## src/rtl/fetch_decode_pkg.sv

```systemverilog
// Shared state encoding and opcode constants for the fetch/decode sequencer.
// Pure declarations: no latency, no flow control.
package fetch_decode_pkg;

  localparam logic [1:0] ST_FETCH   = 2'd0;
  localparam logic [1:0] ST_EXECUTE = 2'd1;
  localparam logic [1:0] ST_HALT    = 2'd2;

  // Opcodes with bit 3 set carry an immediate operand in IR[3:0].
  localparam logic [3:0] OP_NOP = 4'h0;
  localparam logic [3:0] OP_LDA = 4'h1;
  localparam logic [3:0] OP_ADD = 4'h2;
  localparam logic [3:0] OP_SUB = 4'h3;
  localparam logic [3:0] OP_STA = 4'h4;
  localparam logic [3:0] OP_OUT = 4'h5;
  localparam logic [3:0] OP_JMP = 4'h6;
  localparam logic [3:0] OP_JC  = 4'h7;
  localparam logic [3:0] OP_LDI = 4'h8;
  localparam logic [3:0] OP_ADI = 4'h9;
  localparam logic [3:0] OP_SBI = 4'hA;
  localparam logic [3:0] HLT_OP = 4'hF;

  localparam int IMM_BIT = 3;

  function automatic logic op_uses_imm(input logic [3:0] op);
    return op[IMM_BIT];
  endfunction

  function automatic logic state_is_phase1(input logic [1:0] st);
    return (st == ST_EXECUTE) || (st == ST_HALT);
  endfunction

endpackage

```

## src/rtl/fetch_decode_pc_counter.sv

```systemverilog
// Program counter: load beats increment, increment wraps modulo 2^W.
// One-edge latency; inc/load are qualified by the caller, so no stall logic here.
module pc_counter #(
  parameter int W = 12
) (
  input  logic         clock,
  input  logic         reset,
  input  logic         inc,
  input  logic         load,
  input  logic [W-1:0] load_val,
  output logic [W-1:0] count
);

  always_ff @(posedge clock or posedge reset) begin
    if (reset) begin
      count <= '0;
    end else if (load) begin
      count <= load_val;
    end else if (inc) begin
      count <= count + 1'b1;
    end
  end

endmodule

```

## src/rtl/fetch_decode.sv

```systemverilog
// Two-phase fetch/execute sequencer: FETCH latches IR and bumps pc, EXECUTE may jump or halt.
// One instruction per two enabled edges; enable low freezes every register.
module fetch_decode #(
  parameter int         PC_W   = 12,
  parameter logic [3:0] HLT_OP = fetch_decode_pkg::HLT_OP
) (
  input  logic            clock,
  input  logic            reset,
  input  logic            enable,
  input  logic            load_pc,
  input  logic [PC_W-1:0] jump_addr,
  input  logic [7:0]      program_byte,
  output logic [PC_W-1:0] pc,
  output logic [3:0]      instr,
  output logic [3:0]      oprnd,
  output logic            imm_sel,
  output logic            phase,
  output logic            halted
);

  import fetch_decode_pkg::*;

  logic [1:0] state;
  logic [1:0] state_nxt;
  logic [7:0] ir;
  logic       in_fetch;
  logic       in_exec;
  logic       is_hlt;
  logic       pc_inc;
  logic       pc_load;

  assign in_fetch = (state == ST_FETCH);
  assign in_exec  = (state == ST_EXECUTE);
  assign is_hlt   = (ir[7:4] == HLT_OP);

  // A halt opcode suppresses any jump requested in the same EXECUTE.
  assign pc_inc  = enable && in_fetch;
  assign pc_load = enable && in_exec && !is_hlt && load_pc;

  always_comb begin
    state_nxt = state;
    case (state)
      ST_FETCH: begin
        if (enable) state_nxt = ST_EXECUTE;
      end
      ST_EXECUTE: begin
        if (enable) state_nxt = is_hlt ? ST_HALT : ST_FETCH;
      end
      ST_HALT: begin
        state_nxt = ST_HALT;
      end
      default: begin
        state_nxt = ST_FETCH;
      end
    endcase
  end

  always_ff @(posedge clock or posedge reset) begin
    if (reset) begin
      state <= ST_FETCH;
      ir    <= 8'h00;
    end else begin
      state <= state_nxt;
      if (pc_inc) ir <= program_byte;
    end
  end

  pc_counter #(
    .W (PC_W)
  ) u_pc (
    .clock    (clock),
    .reset    (reset),
    .inc      (pc_inc),
    .load     (pc_load),
    .load_val (jump_addr),
    .count    (pc)
  );

  assign instr   = ir[7:4];
  assign oprnd   = ir[3:0];
  assign imm_sel = op_uses_imm(ir[7:4]) && in_exec;
  assign phase   = state_is_phase1(state);
  assign halted  = (state == ST_HALT);

endmodule
```

## config.mk

```make
export PLATFORM = sky130hd
export DESIGN_NAME = fetch_decode
export DESIGN_NICKNAME = d
export VERILOG_FILES = /design/src/rtl/fetch_decode_pkg.sv /design/src/rtl/fetch_decode_pc_counter.sv /design/src/rtl/fetch_decode.sv
export SDC_FILE = /design/constraint.sdc
export NUM_CORES = 1
export LEC_CHECK = 0
export CAP_MARGIN = 5
export CORE_MARGIN = 8
export CORE_UTILIZATION = 25
export DETAILED_ROUTE_END_ITERATION = 10
export GPL_TIMING_DRIVEN = 0
export SLEW_MARGIN = 10
export SYNTH_ARGS = -nofsm -noshare
export SYNTH_HDL_FRONTEND = slang
export SYNTH_HIERARCHICAL = 1
export SYNTH_SLANG_ARGS = --single-unit
export TNS_END_PERCENT = 5
```

## constraint.sdc

```tcl
create_clock -name clock -period 5.4 [get_ports clock]
set_input_delay 0.81 -clock clock [delete_from_list [all_inputs] [get_ports clock]]
set_output_delay 0.81 -clock clock [all_outputs]
set_load 0.03 [all_outputs]
```

==> flow_summary.ini <==
[clock_tree]
clk_pin_slew_ns = 0.09
post_cts_buffers = 0
hold_buffers = 0
tritoncts = yes
htree_levels = 1
cts_buffer_depth = 2
clock-sinks = 22
clk_latency_ns = 0.26
cts_buffers = 3
root_buffer = clkbuf_8
post_cts_resized = 0

[setup_path]
cpPeakStageDelay_ns = 0.67
r2r-end = u_pc/count[9]
worst-path-buf-inv = 2
crit_path_top_delay_cell = clkdlybuf4s50_1
path_max_fanout = 5
reg2reg_depth = 8
arrival_ns = 1.85
rrSetupSlack_ns = 3.30
worstSetupStartpointType = flip-flop
worstPathRequired_ns = 4.59
path_cells = inv_1 -> ha_1 -> and2_1 -> clkdlybuf4s50_1
critPathKind = reg -> out
crit_family = buffers and inverters
crit_start = state[1]
worstSetupEndpointType = output pin
timing.rr.start = state[0]

[finish]
antenna_cells = 0
final_common_cell = clkdlybuf4s50_1
final_cell_mix = clkdlybuf4s50_1 (46), dfrtp_1 (22), nand2_1 (13)
finalCoreUtilization_pct = 38.2
fin_nets = 194
syn2layout_area_growth_pct = 48.7
final_layout_size_suffix_gt1_share_pct = 11.6
instances_no_fill = 218
n_fill_cell = 450

[logic_synthesis]
seq_area_frac_synth_pct = 46.0
syn-cell-area_sq_um = 1200
synth_cell_types = 31
synth_fp_nets = 143
yosys_register_bits = 22
synth_warnings = 6
syn_inst = 114
syn_avg_cell_area_sq_um = 10.5

[global_route]
gr-total-overflow = 0
grt_pass1_vias = 1106
grt_first_pass_wirelength_um = 5460
grt_max_degree = 13
antenna_found_initial = 0
grt.total_usage_pct = 9.32

[power_and_ir_drop]
netSwitchingPower_uw = 462
leakagePower_uw = 0.000694
p_per_area_nw_per_um2 = 573
vdd_drop_max_mv = 0.238
internal-power_uw = 559
p_clk_share_pct = 11.8
swShare_pct = 45.3
p_comb_share_pct = 56.0
finalPower_uw = 1020
sequentialPowerShare_pct = 32.2

[sta]
slew_viol_final = 0
setup_violations = 0
max_freq_ghz = 0.375
hold_slack_ns = 0.507
fin_crit_ns = 2.66
rsz0062_at_grt = no
fin_skew_ns = 0.00446
post-route-period-util_pct = 49.3
fin_tns_setup_ns = 0
final_hold_viol_count = 0
worst_pin_slew_ns = 0.501
slew_headroom_pct = 66.5

[placement]
io_buffers = 46
routabilityCongestion = 0.790
dp_cells = 214
dpl.hpwl_um = 2600

[drt]
dr.pass1.iters = 6
drc = 0
wire_per_inst_um = 15.1
drtIter0Drc = 40
num_vias = 1078
finalWirelength_um = 3290
avgViaCountPerCell = 4.94
drt.antenna.violating_nets = 0

[floorplanning]
die_area_sq_um = 7260
start_util_pct = 25.7
core-area_sq_um = 4660
die_y_um = 85.2
rows = 25
die_w_um = 85.2
ios = 47

[min_path]
hold_end = ir[3]
hp-start = ir[3]
hold_path.class = reg -> reg
whs_path_depth = 1

[status]
status = finished, final reports clean

[run]
cap_violations = 0
==> power by group through the flow <==
stage / sequential, uW / combinational [uW] / clock (uW)
floorplan: 452 / 219 / 0
global placement: 326 / 566 / 0
detailed placement: 333 / 577 / 0
CTS: 330 / 581 / 127
global route: 343 / 618 / 134
finish: 329 / 572 / 120
==> per-stage QoR <==
stage          worst slack, ns  area (sq um)
3_5_place_dp              2.60          1730
4_1_cts                   2.71          1780
6_report                  2.74          1780
5_1_grt                   2.62          1780
2_1_floorplan             3.38          1200
3_3_place_gp              2.64          1730
==> metal layers <==
metal	wire (um)	track usage [%]	part of all wire, %	vias up
met5	0	0	0	-
met4	14	2.75	0.43	0
met3	291	3.76	8.8	2
met2	1500	14.6	45	38
met1	1490	11.4	45	524
li1	-	-	-	514
==> Yosys cell counts <==
| library cell | number | share of area, % |
|---|---|---|
| nor2b_1 | 3 | 1.6 |
| and4_2 | 1 | 0.84 |
| nand4_4 | 2 | 3.6 |
| nand4_1 | 2 | 1.0 |
| xnor2_1 | 1 | 0.73 |
| nand2_4 | 1 | 0.94 |
| o311ai_0 | 1 | 0.73 |
| o211ai_1 | 3 | 1.9 |
| a31oi_1 | 2 | 1.0 |
| o31ai_1 | 2 | 1.3 |
| o21ai_0 | 9 | 3.8 |
| buf_4 | 1 | 0.63 |
| mux2_2 | 8 | 7.5 |
| o21bai_1 | 1 | 0.63 |
| or3b_2 | 1 | 0.73 |
| or4b_1 | 1 | 0.84 |
| or4_1 | 5 | 3.1 |
| nand3b_1 | 1 | 0.63 |
| inv_1 | 7 | 2.2 |
| mux2i_1 | 1 | 0.84 |
| dfrtp_1 | 22 | 46 |
| nand2_1 | 13 | 4.1 |
| nand3_1 | 8 | 3.3 |
| nor2_1 | 3 | 0.94 |
| xor2_1 | 3 | 2.2 |
| clkbuf_1 | 2 | 0.63 |
| ha_1 | 5 | 5.2 |
| a221oi_1 | 1 | 0.73 |
| or4_2 | 1 | 0.73 |
| and2_1 | 2 | 1.0 |
| a22oi_1 | 1 | 0.63 |
==> worst reg2reg max path, stage by stage (launching register included) <==
cell and delay [ns]:
dfrtp_1 0.39, inv_1 0.14, ha_1 0.25, nand2_4 0.13, inv_1 0.07, buf_4 0.15, nand4_4 0.18, or4_1 0.53
a31oi_1 0.18
==> cell families after synthesis <==
kind of cell               synth area share, %
muxes                                     8.36
and+or+nand+nor                           23.4
adders and majority gates                 5.22
AOI/OAI and AO/OA                         10.7
DFF                                       46.0
buffers and inverters                     3.45
xor gates and xnor gates                  2.93
==> worst max path at each step <==
| stage | slack, ns | cells past startpoint | end |
|---|---|---|---|
| after floorplan | 3.38 | 4 | u_pc/count[11] |
| after global placement | 2.64 | 7 | u_pc/count[8] |
| after detailed placement | 2.60 | 7 | u_pc/count[9] |
| after CTS | 2.71 | 4 | imm_sel |
| after global routing | 2.62 | 4 | imm_sel |
| final | 2.74 | 4 | imm_sel |
==> flip-flops by register name (all words and copies together), names as in the netlist <==
signal and flops:
ir 8, state 2, u_pc/count 12
==> area by class of cell <==
class,count,area (sq um),share of cell area (%)
Clock buffer,4,55.1,3.09
Multi-Input combinational cell,82,606,34.0
Sequential cell,22,551,30.9
Tap cell,54,67.6,3.79
Buffer,3,15.0,0.843
Timing Repair Buffer,46,460,25.9
Inverter,7,26.3,1.48
Power figures use the tool's default switching activity.
